$ cat config.mk
export PLATFORM = sky130hd
export DESIGN_NAME = cpu_core
export DESIGN_NICKNAME = d
export VERILOG_FILES = /design/src/rtl/cpu_core.sv
export SDC_FILE = /design/constraint.sdc
export NUM_CORES = 1
export LEC_CHECK = 0
export ABC_AREA = 1
export CORE_MARGIN = 1
export CORE_UTILIZATION = 40
export DETAILED_ROUTE_END_ITERATION = 8
export GPL_TIMING_DRIVEN = 0
export REMOVE_ABC_BUFFERS = 1
export SKIP_CTS_REPAIR_TIMING = 1
export SYNTH_ARGS = -nofsm -noshare
export SYNTH_HDL_FRONTEND = slang
export SYNTH_SLANG_ARGS = --single-unit
export TNS_END_PERCENT = 20
$ cat constraint.sdc
create_clock -name clk -period 5.3 [get_ports clk]
set_input_delay 0.795 -clock clk [delete_from_list [all_inputs] [get_ports clk]]
set_output_delay 0.795 -clock clk [all_outputs]
set_load 0.01 [all_outputs]
$ cat src/rtl/cpu_core.sv
// Multi-cycle 16-register CPU core: sequencer, register file and ALU sharing a
// single request/ready memory port, with halt, illegal trap, hold and retire count.
module cpu_core #(
  parameter int unsigned         DATA_W   = 16,
  parameter int unsigned         ADDR_W   = 16,
  parameter logic [ADDR_W-1:0]   RESET_PC = '0
) (
  input  logic              clk,
  input  logic              rst,
  input  logic              hold,
  output logic [ADDR_W-1:0] memAddr,
  output logic              memRe,
  output logic              memWe,
  output logic [DATA_W-1:0] memWData,
  input  logic [DATA_W-1:0] memRData,
  input  logic              memReady,
  output logic [ADDR_W-1:0] pc,
  output logic              halted,
  output logic              illegal,
  output logic [31:0]       retired
);

  typedef enum logic [2:0] {S_IDLE, S_FETCH, S_EXEC, S_MEM, S_HALTED} state_e;
  typedef enum logic [3:0] {
    OP_NOP = 4'h0, OP_ADD = 4'h1, OP_SUB = 4'h2, OP_AND = 4'h3,
    OP_OR  = 4'h4, OP_XOR = 4'h5, OP_SHL = 4'h6, OP_SHR = 4'h7,
    OP_LDI = 4'h8, OP_LD  = 4'h9, OP_ST  = 4'hA, OP_JMP = 4'hB,
    OP_BZ  = 4'hC, OP_HLT = 4'hF
  } op_e;

  state_e              state_q, state_d;
  logic [ADDR_W-1:0]   pc_q, pc_d;
  logic [15:0]         ir_q, ir_d;
  logic [31:0]         retired_q, retired_d;
  logic                halted_q, halted_d;
  logic                illegal_q, illegal_d;
  logic [DATA_W-1:0]   regs_q [16];

  logic                rf_we;
  logic [3:0]          rf_waddr;
  logic [DATA_W-1:0]   rf_wdata;

  op_e                 op;
  logic [3:0]          rd, rs, rt;
  logic [DATA_W-1:0]   rd_val, rs_val, rt_val, alu_res;
  logic [ADDR_W-1:0]   rs_addr;

  assign op     = op_e'(ir_q[15:12]);
  assign rd     = ir_q[11:8];
  assign rs     = ir_q[7:4];
  assign rt     = ir_q[3:0];
  assign rd_val = (rd == 4'd0) ? '0 : regs_q[rd];
  assign rs_val = (rs == 4'd0) ? '0 : regs_q[rs];
  assign rt_val = (rt == 4'd0) ? '0 : regs_q[rt];

  generate
    if (ADDR_W <= DATA_W) begin : g_addr_trunc
      assign rs_addr = rs_val[ADDR_W-1:0];
    end else begin : g_addr_ext
      assign rs_addr = {{(ADDR_W-DATA_W){1'b0}}, rs_val};
    end
  endgenerate

  always_comb begin
    alu_res = '0;
    case (op)
      OP_ADD:  alu_res = rs_val + rt_val;
      OP_SUB:  alu_res = rs_val - rt_val;
      OP_AND:  alu_res = rs_val & rt_val;
      OP_OR:   alu_res = rs_val | rt_val;
      OP_XOR:  alu_res = rs_val ^ rt_val;
      OP_SHL:  alu_res = {rs_val[DATA_W-2:0], 1'b0};
      OP_SHR:  alu_res = {1'b0, rs_val[DATA_W-1:1]};
      OP_LDI:  alu_res = DATA_W'(ir_q[7:0]);
      default: alu_res = '0;
    endcase
  end

  always_comb begin
    state_d   = state_q;
    pc_d      = pc_q;
    ir_d      = ir_q;
    retired_d = retired_q;
    halted_d  = halted_q;
    illegal_d = illegal_q;
    rf_we     = 1'b0;
    rf_waddr  = rd;
    rf_wdata  = alu_res;
    memRe     = 1'b0;
    memWe     = 1'b0;
    memAddr   = pc_q;
    memWData  = '0;
    case (state_q)
      S_IDLE: if (!hold) state_d = S_FETCH;
      S_FETCH: begin
        memRe = 1'b1;
        if (memReady) begin
          ir_d    = memRData[15:0];
          pc_d    = pc_q + ADDR_W'(1);
          state_d = S_EXEC;
        end
      end
      S_EXEC: begin
        case (op)
          OP_LD, OP_ST: state_d = S_MEM;
          OP_HLT: begin
            halted_d = 1'b1;
            state_d  = S_HALTED;
          end
          OP_NOP, OP_ADD, OP_SUB, OP_AND, OP_OR, OP_XOR, OP_SHL, OP_SHR,
          OP_LDI, OP_JMP, OP_BZ: begin
            rf_we = (op != OP_NOP) && (op != OP_JMP) && (op != OP_BZ);
            if (op == OP_JMP || (op == OP_BZ && rd_val == '0)) pc_d = rs_addr;
            retired_d = retired_q + 32'd1;
            state_d   = hold ? S_IDLE : S_FETCH;
          end
          default: begin
            halted_d  = 1'b1;
            illegal_d = 1'b1;
            state_d   = S_HALTED;
          end
        endcase
      end
      S_MEM: begin
        // Address and data come straight from registers that cannot change until completion.
        memAddr = rs_addr;
        if (op == OP_LD) memRe = 1'b1;
        else begin
          memWe    = 1'b1;
          memWData = rd_val;
        end
        if (memReady) begin
          rf_we     = (op == OP_LD);
          rf_wdata  = memRData;
          retired_d = retired_q + 32'd1;
          state_d   = hold ? S_IDLE : S_FETCH;
        end
      end
      default: state_d = S_HALTED;
    endcase
  end

  always_ff @(posedge clk or negedge rst) begin
    if (!rst) begin
      state_q   <= S_IDLE;
      pc_q      <= RESET_PC;
      ir_q      <= '0;
      retired_q <= '0;
      halted_q  <= 1'b0;
      illegal_q <= 1'b0;
      for (int unsigned i = 0; i < 16; i++) regs_q[i] <= '0;
    end else begin
      state_q   <= state_d;
      pc_q      <= pc_d;
      ir_q      <= ir_d;
      retired_q <= retired_d;
      halted_q  <= halted_d;
      illegal_q <= illegal_d;
      if (rf_we && rf_waddr != 4'd0) regs_q[rf_waddr] <= rf_wdata;
    end
  end

  assign pc      = pc_q;
  assign halted  = halted_q;
  assign illegal = illegal_q;
  assign retired = retired_q;

endmodule

# After elaboration in Yosys (flattened, before gate mapping)
# Cells that the tools add are included.
[classes]
bitwise = 8
addsub = 4
reduce_logical = 26
n_lt_le_gt_ge = 4
eq_ne = 23
muxes = 41
[op_table]
columns = ["cell", "count"]
rows = [
  ["$mux 16", 18],
  ["$bwmux 256", 1],
  ["$bmux 16 s4", 3],
  ["$pmux 16 s8", 1],
  ["$demux 16 s4", 1],
  ["$mux 32", 2],
  ["$pmux 32 s2", 1],
  ["$add 32x1->32 const B", 1],
  ["$pmux 16 s2", 1],
  ["$eq 4x4->1 const B", 6],
  ["$add 16x1->16 const B", 1],
  ["$add 16x16->16", 1],
  ["$and 16x16->16", 1],
  ["$eq 4x3->1 const B", 4],
  ["$logic_not 16->1", 1],
  ["$logic_not 4->1", 4],
  ["$or 16x16->16", 1],
  ["$sub 16x16->16", 1],
  ["$xor 16x16->16", 1],
  ["$ge 5x5->1 const B", 3],
  ["$not 4->5", 3],
  ["$reduce_or 14->1", 1],
  ["$reduce_or 13->1", 1],
  ["$pmux 3 s4", 1],
  ["other kinds (22)", 47],
]
[totals]
ff_bits = 325
elab_cells = 128

# Depth between registers and ports, before layout
# Gate-level depths: netlist of run 1.
[logic_depth]
word_depth = 11
mapped_depth = 35

# Least setup slack after synthesis of run 1
# Ideal clock, no wire load.
[synth_path]
path_kind = "flip-flop to flip-flop"
start = "register ir_q[0]"
end = "register regs_q[45] (netlist name)"
path_buffers = 4
stages_incl_launch_ff = 32
slack_ps = 1287
required_time_ps = 5183
t_arrival_ps = 3896
setup_ps = 117
path_cell_list = "dfrtp_1 > buf_6 > buf_12 > buf_6 > a21oi_1 > o21ai_1 > nand3_1 > nand3_1 > a21oi_2 > inv_1 > ha_1 > inv_1 > nor2_1 > a21oi_1 > xor2_1 > inv_1 > ha_1 > inv_1 > nor3_1 > nand3_1 > nand3_1 > nand3_1 > nand2_1 > a21oi_1 > or2_2 > nand3_1 > o2111ai_1 > nand2_1 > o21ai_1 > buf_2 > nand2_1 > nand2_1"
[synth_via]
elab_chain_len = 10
[synth_rtl]
columns = ["item", "line", "rtl"]
rows = [
  ["start: declaration", "33", "logic [15:0] ir_q, ir_d;"],
  ["start signal: assignment", "155", "ir_q <= ir_d;"],
  ["$not 4->5 (implied by the code)", "54", "assign rt_val = (rt == 4'd0) ? '0 : regs_q[rt];"],
  ["$bmux 16 s4", "54", ""],
  ["$mux 16 (implied by the code) (2 in a row)", "54", ""],
  ["$mux 16 (*)", "54", ""],
  ["$sub 16x16->16, or another cell as far along", "68", "OP_SUB: alu_res = rs_val - rt_val;"],
  ["$pmux 16 s8 (*)", "66", "case (op)"],
  ["$mux 16", "132", "if (memReady) begin"],
  ["$mux 16 (*)", "93", "case (state_q)"],
  ["$bwmux 256 (*)", "159", "if (rf_we && rf_waddr != 4'd0) regs_q[rf_waddr] <= rf_wdata;"],
  ["end signal: indexed assignment", "159", ""],
  ["end: declaration", "37", "logic [DATA_W-1:0] regs_q [16];"],
]
# Mark *: on every way between the ends. The rest lies on a longest branch, timed or not. The select of a mux whose other input is x is not followed.
# A chain may end at the register's enable or synchronous reset.

# Worst setup path in the final report of run 1
[layout_path]
start = "register ir_q[10]"
end = "output memWData[10]"
[layout_via]
elab_chain_len = 7
[layout_rtl]
columns = ["item", "line", "rtl"]
rows = [
  ["$not 4->5 (implied by the code)", "52", "assign rd_val = (rd == 4'd0) ? '0 : regs_q[rd];"],
  ["$bmux 16 s4", "52", ""],
  ["$mux 16 (implied by the code) (2 in a row)", "52", ""],
  ["$mux 16 (*)", "52", ""],
  ["$mux 16 (*)", "127", "if (op == OP_LD) memRe = 1'b1;"],
  ["$mux 16 (*)", "93", ""],
  ["end: declaration", "14", "output logic [DATA_W-1:0] memWData,"],
]
# Marks and branches as above.

==> results by group, run 1 <==
Run status
  – Status: completed

Route
  – Vias per cell: 5.65
  – DRT antenna net count: 0
  – WL final: slightly below 90000 um
  – Drt wl/cell: 21.5 um
  – DRC: 0
  – DRT iter0 DRCs: 2674
  – Number of iterations in the first detailed-routing pass: 6
  – Vias: about 23000

Synth
  – Synthesized flop and latch total: 325
  – EDFF count, synth: 0
  – Most used DFF post-synth: dfrtp_1
  – Syn Std Cell Area: 22600 um^2
  – Sequential cell area fraction in the yosys report: 36.0%
  – Mapped Avg Cell Area: 6.77 um^2
  – Most common cell in the netlist: nand2_1
  – Dominant cell type by area after synthesis: dfrtp_1
  – Post-Syn Instances: 3343
  – Ys Warns: 0
  – Top post-synthesis cells by area: dfrtp_1 36%, nand2_1 16%, o21ai_0 10%
  – Post-synth top area share: 36.0%
  – Library cells used by synthesis: 56
  – Ys async rst share: 100%
  – Synth top cells by count: 934 x nand2_1, 456 x o21ai_0, 405 x inv_1

Timing
  – Tmin final: ~5.3 ns
  – Rel. slew slack: 1.25%
  – Hold Vio Cnt, Final: 0
  – Final Max Slew Viols: 0
  – Setup-failing EPs final: 0
  – Setup Total Neg Slack: 0 ns
  – Worst Skew: 0.0288 ns
  – Final period utilization: about 100%
  – Least-Margin Pin Slew: 1.48 ns
  – Max Fclk: roughly 190 MHz

Floorplanning
  – Die Width: 240 um
  – Rows: 86
  – Die Y: 240 um
  – Initial Util: about two fifths
  – Die area: 57500 um^2
  – CORE AREA: 55500 um^2
  – Ports: 104

Min path
  – Hold crit path type: input port to asynchronous set/reset pin

Layout
  – # diodes: 0
  – Share of post-route cells with drive strength above 1: 7.27%
  – P&R area growth vs syn: 15.3%
  – Final #Nets: 3399
  – Fillers: 5726

Global routing
  – GR Util All Layers: slightly below 30%
  – First-pass GRT wire length: 130000 um
  – Vias in the first global route: 21400
  – Initial antenna violation count: 1
  – GR Overflow Total: 0
  – Largest net degree at the start of global routing: 119

Placement
  – DP HPWL: between 50000 and 60000 um
  – GPL Wtd Cong: between 0.9 and 1
  – I/O Buffers: 103

Clock tree
  – CTS root buf: clkbuf_16
  – CTS tree: yes
  – Clk sinks: 325
  – CTS Buf Count: 39
  – H-tree level count: 2
  – Clock Tree Buf Depth: 3
  – Clk_lat worst skew: approximately 0.58 ns
  – Clock transition at the registers of the reported paths: 0.07 ns

Power and ir drop
  – Peak VDD IR: about 0.33 mV
  – Final total power: between 15 and 20 mW
  – Leakage: between 10 and 15 nW
  – P per Cell Area: around 660 nW/um^2

Critical path
  – Critical-path maximum fanout: 13
  – Worst setup SP type: flip-flop
  – Critical Path AT: 4.50 ns
  – Type of the worst setup path: flip-flop to output port
  – CP endpoint kind: output port
  – Critical Path RT: 4.51 ns

Run
  – Max-Cap Viols: 0
==> cell type report <==
type,instances,area (um^2),share of cell area [%]
multi-input cells,2359,11800,45.3
flip-flops and latches,325,8160,31.3
repair buffers,172,2110,8.09
inverters,428,1690,6.49
clock buffers,64,1240,4.76
well taps,748,936,3.59
clock inverters,6,85.1,0.326
repair inverters,3,33.8,0.130
==> placed cells by master (no fill, tap or decap), types with 15 or more instances in the layout <==
cell type,n
xor2_1,34
a21oi_1,176
o21ai_0,456
buf_16,16
nand2_2,29
nor2_1,87
inv_1,405
buf_4,22
buf_6,15
ha_1,50
xnor2_1,15
clkbuf_16,44
clkdlybuf4s50_1,102
dfrtp_1,318
nand2_1,933
o21ai_1,29
nand3_1,268
o22ai_1,120
==> cells by family after synthesis <==
logic type | Yosys count | synth area share (%)
buf+inv | 659 | 12.6
fa+ha+maj | 51 | 2.85
simple gates | 1397 | 25.9
xor+xnor | 50 | 1.97
mux | 1 | 0.0498
compound gates | 860 | 20.7
flops | 325 | 36.0
==> power breakdown <==
part,leakage (nW),switching [mW],total [mW],internal (mW)
Clock,0.647,1.15,2.85,1.69
Combinational,7.91,7.57,10.9,3.38
Sequential,3.52,0.509,3.49,2.98
Total,12.1,9.23,17.3,8.05
==> per-layer routing <==
layer / track usage (%) / wire length (um) / up-vias
li1: - / - / 10900
met1: 39.5 / 35900 / 10800
met2: 46.1 / 38900 / 1253
met3: 5.59 / 8940 / 253
met4: 15.6 / 4480 / 4
met5: 0 / 42 / -
==> critical path: stages (launching register included) <==
cell,delay [ns]
dfrtp_1,0.45
nor2_2,0.80
inv_1,0.44
nor2_4,0.66
inv_1,0.40
o21ai_0,0.56
nor2_1,0.07
clkdlybuf4s50_1,0.53
==> through the flow <==
stage	cell area [um^2]	instances	worst slack [ns]	hold slack (ns)	util, %
2_1_floorplan	21400	3112	-1.37	0.369	-
3_3_place_gp	23300	3963	-11.60	0.382	42.0
3_5_place_dp	24200	4001	-1.97	0.385	43.6
4_1_cts	25500	4071	-1.98	0.0853	45.9
5_1_grt	26100	4105	-0.00988	0.111	47.0
6_report	26100	4105	0.00321	0.0902	47.0
==> path summary, 6_finish.rpt <==
kind                            slack (ns)        start  depth (start not counted)            to
worst min-delay path                  0.09          rst                          1   regs_q[199]
max in group asynchronous             3.95          rst                          3       ir_q[0]
worst max register to register        0.16      ir_q[5]                         21    regs_q[13]
min in group clk                      0.40  regs_q[240]                          0   regs_q[240]
worst min register to register        0.40  regs_q[240]                          0   regs_q[240]
worst max-delay path                 0.003     ir_q[10]                          7  memWData[10]
==> state kept, by name (all words and copies together) (netlist names) <==
name     count
retired     32
pc          16
state_q      3
regs_q     256
illegal      1
ir_q        16
halted       1
Power figures use the tool's default switching activity.
==> run 2: changes to the inputs <==
GPL_TIMING_DRIVEN = not set   (was 0)
TNS_END_PERCENT = not set   (was 20)
==> run 2 against run 1 <==
Sequential share of layout area increased by 0.31 points. Largest cell class unchanged. Largest power group unchanged. Design area shrank 1.1%. Sequential power decreased by 5%. Via count rose by 0.20%. Critical endpoint is now regs_q[216]. Cell count grew 0.68%. Core utilization shrank 0.54 points.
==> results by group, run 2 (synthesis gave the netlist of run 1 again) <==
Run status
  – Status: completed

Placement
  – I/O Buffers: slightly above 100
  – GPL Wtd Cong: about 1.0
  – Placed Cells: 4059
  – DP HPWL: slightly below 60000 um

Route
  – DRT iter0 DRCs: 2770
  – Number of iterations in the first detailed-routing pass: 6
  – WL met2: 37800 um
  – WL final: around 90000 um
  – DRC: 0
  – Metal1 wirelength: 37600 um
  – Vias: ~23000
  – Top sig layer: met4
  – Vias per cell: 5.62
  – Met3 wire length: between 8000 and 9000 um
  – DRT antenna net count: 0
  – Drt wl/cell: 21.3 um

Clock tree
  – CTS tree: yes
  – CTS Buf Count: 38
  – Clock transition at the registers of the reported paths: 0.07 ns
  – Clk sinks: 325
  – H-tree level count: 2
  – Clock Tree Buf Depth: 3
  – CTS root buf: clkbuf_16
  – Clk_lat worst skew: 0.57 ns

Power and ir drop
  – Clock Power Share: 17.2%
  – Peak VDD IR: around 0.34 mV
  – Leakage: approximately 12 nW
  – Pint: 8.10 mW
  – Flop pwr share: 19.4%
  – P per Cell Area: around 670 nW/um^2
  – Switching Fraction: 52.8%
  – P_sw: a little over 9 mW
  – Combinational share of power: 63.4%

Layout
  – Largest Register: regs_q
  – # diodes: 0
  – Final #Nets: 3426
  – P&R area growth vs syn: 14.0%
  – Most common cell after layout, fill and taps aside: nand2_1
  – Post-route insts no fill: 4133
  – Most frequent cells in the layout: 933 x nand2_1, 456 x o21ai_0, 405 x inv_1
  – Max FFs per register: ~260
  – Share of post-route cells with drive strength above 1: 7.71%

Run
  – Max-Cap Viols: 0

Critical path
  – Critical path buffer and inverter count: 4
  – Critical Path AT: 5.34 ns
  – Slowest stage delay, CP: about 0.5 ns
  – CP cell instances: inv_4, buf_12, a21oi_1, o21ai_0, nand3_1, nand3_1, nand3_1, nand2_1, ha_1, inv_1, fa_1, nand3_1, nand2_1, a21oi_1, inv_1, or2_2, nand3_1, o2111ai_1, nand2_1, o21ai_1, nand2_1, o21ai_0
  – Type of the worst setup path: flip-flop to flip-flop
  – Critical-path maximum fanout: 44
  – Worst path most repeated cell: nand3_1
  – CP endpoint kind: flip-flop
  – CP max stage cell: dfrtp_4
  – Critical Path RT: 5.71 ns
  – Crit path max-delay family: simple AND/OR/NAND/NOR gates
  – Worst setup SP type: flip-flop

Floorplanning
  – CORE AREA: 55500 um^2
  – Rows: between 80 and 90
  – Die Y: 240 um
  – Initial Util: a little over 40%
  – Ports: 104
  – Die area: around 57000 um^2
  – Die Width: 240 um

Timing
  – Setup-failing EPs final: 0
  – Hold Vio Cnt, Final: 0
  – Final Max Slew Viols: 0
  – Worst Skew: around 0.016 ns
  – Rel. slew slack: 13.1%
  – Least-Margin Pin Slew: approximately 1.3 ns
  – Max Fclk: 203 MHz
  – Tmin final: 4.93 ns
  – Setup Total Neg Slack: 0 ns
  – Final period utilization: between 90 and 100%
  – RSZ-0062 raised after global routing: false

Global routing
  – First-pass GRT wire length: 133000 um
  – Largest net degree at the start of global routing: about 130
  – Vias in the first global route: 21500
  – GR Util All Layers: a little under a third
  – Initial antenna violation count: 0
  – GR Overflow Total: 0

Min path
  – Hold crit path type: input port to asynchronous set/reset pin
==> run 2: cell type report <==
type                            instances  area, um^2
Clock inverter                         11         188
Fill cell                            5766       29700
Clock buffer                           59        1200
Tap cell                              748         936
Sequential cell                       325        8140
Timing Repair Buffer                  203        1970
Inverter                              428        1640
Multi-Input combinational cell       2359       11700
==> run 2: final timing paths <==
| kind | from | endpoint | slack (ns) | cells after the start |
|---|---|---|---|---|
| min in group clk | regs_q[251] | regs_q[251] | 0.40 | 0 |
| hold / removal | rst | regs_q[98] | 0.25 | 1 |
| setup / recovery | ir_q[4] | regs_q[216] | 0.37 | 22 |
| max in group asynchronous | rst | regs_q[47] | 3.97 | 2 |
| hold reg to reg | regs_q[251] | regs_q[251] | 0.40 | 0 |
| setup reg to reg | ir_q[4] | regs_q[216] | 0.37 | 22 |
==> run 2: per-layer routing <==
metal  up-vias  track usage [%]
met1     10800             42.6
li1      10900                -
met3       253             5.05
met2      1207             45.6
met5         -                0
met4         0             14.1
==> run 2: stage by stage <==
step / util, % / total power [mW] / hold slack, ns / setup WS [ns] / area (um^2)
after floorplan: - / 9.82 / 0.369 / -1.37 / 21400
after global placement: 43.8 / 13.9 / 0.382 / 0.295 / 24300
after detailed placement: 43.8 / 13.9 / 0.385 / 0.245 / 24300
after CTS: 46.3 / 16.9 / 0.304 / 0.227 / 25700
after global routing: 46.4 / 18.3 / 0.317 / 0.0478 / 25800
final: 46.4 / 17.2 / 0.251 / 0.371 / 25800
==> run 2: power by group through the flow <==
stage / logic, mW / registers (mW) / clock network, mW
2_1_floorplan: 6.27 / 3.55 / 0
3_3_place_gp: 10.5 / 3.37 / 0
3_5_place_dp: 10.5 / 3.38 / 0
4_1_cts: 10.5 / 3.34 / 2.99
5_1_grt: 11.8 / 3.39 / 3.08
6_report: 10.9 / 3.33 / 2.95
==> run 2: worst register-to-register path: cells and delay by family, from the launching register on <==
family                     cells  cell delay (ns)
buffers and inverters          4             0.84
adders and majority gates      2             0.67
DFF                            1             0.50
AOI/OAI and AO/OA              6             1.06
and+or+nand+nor               10             1.70
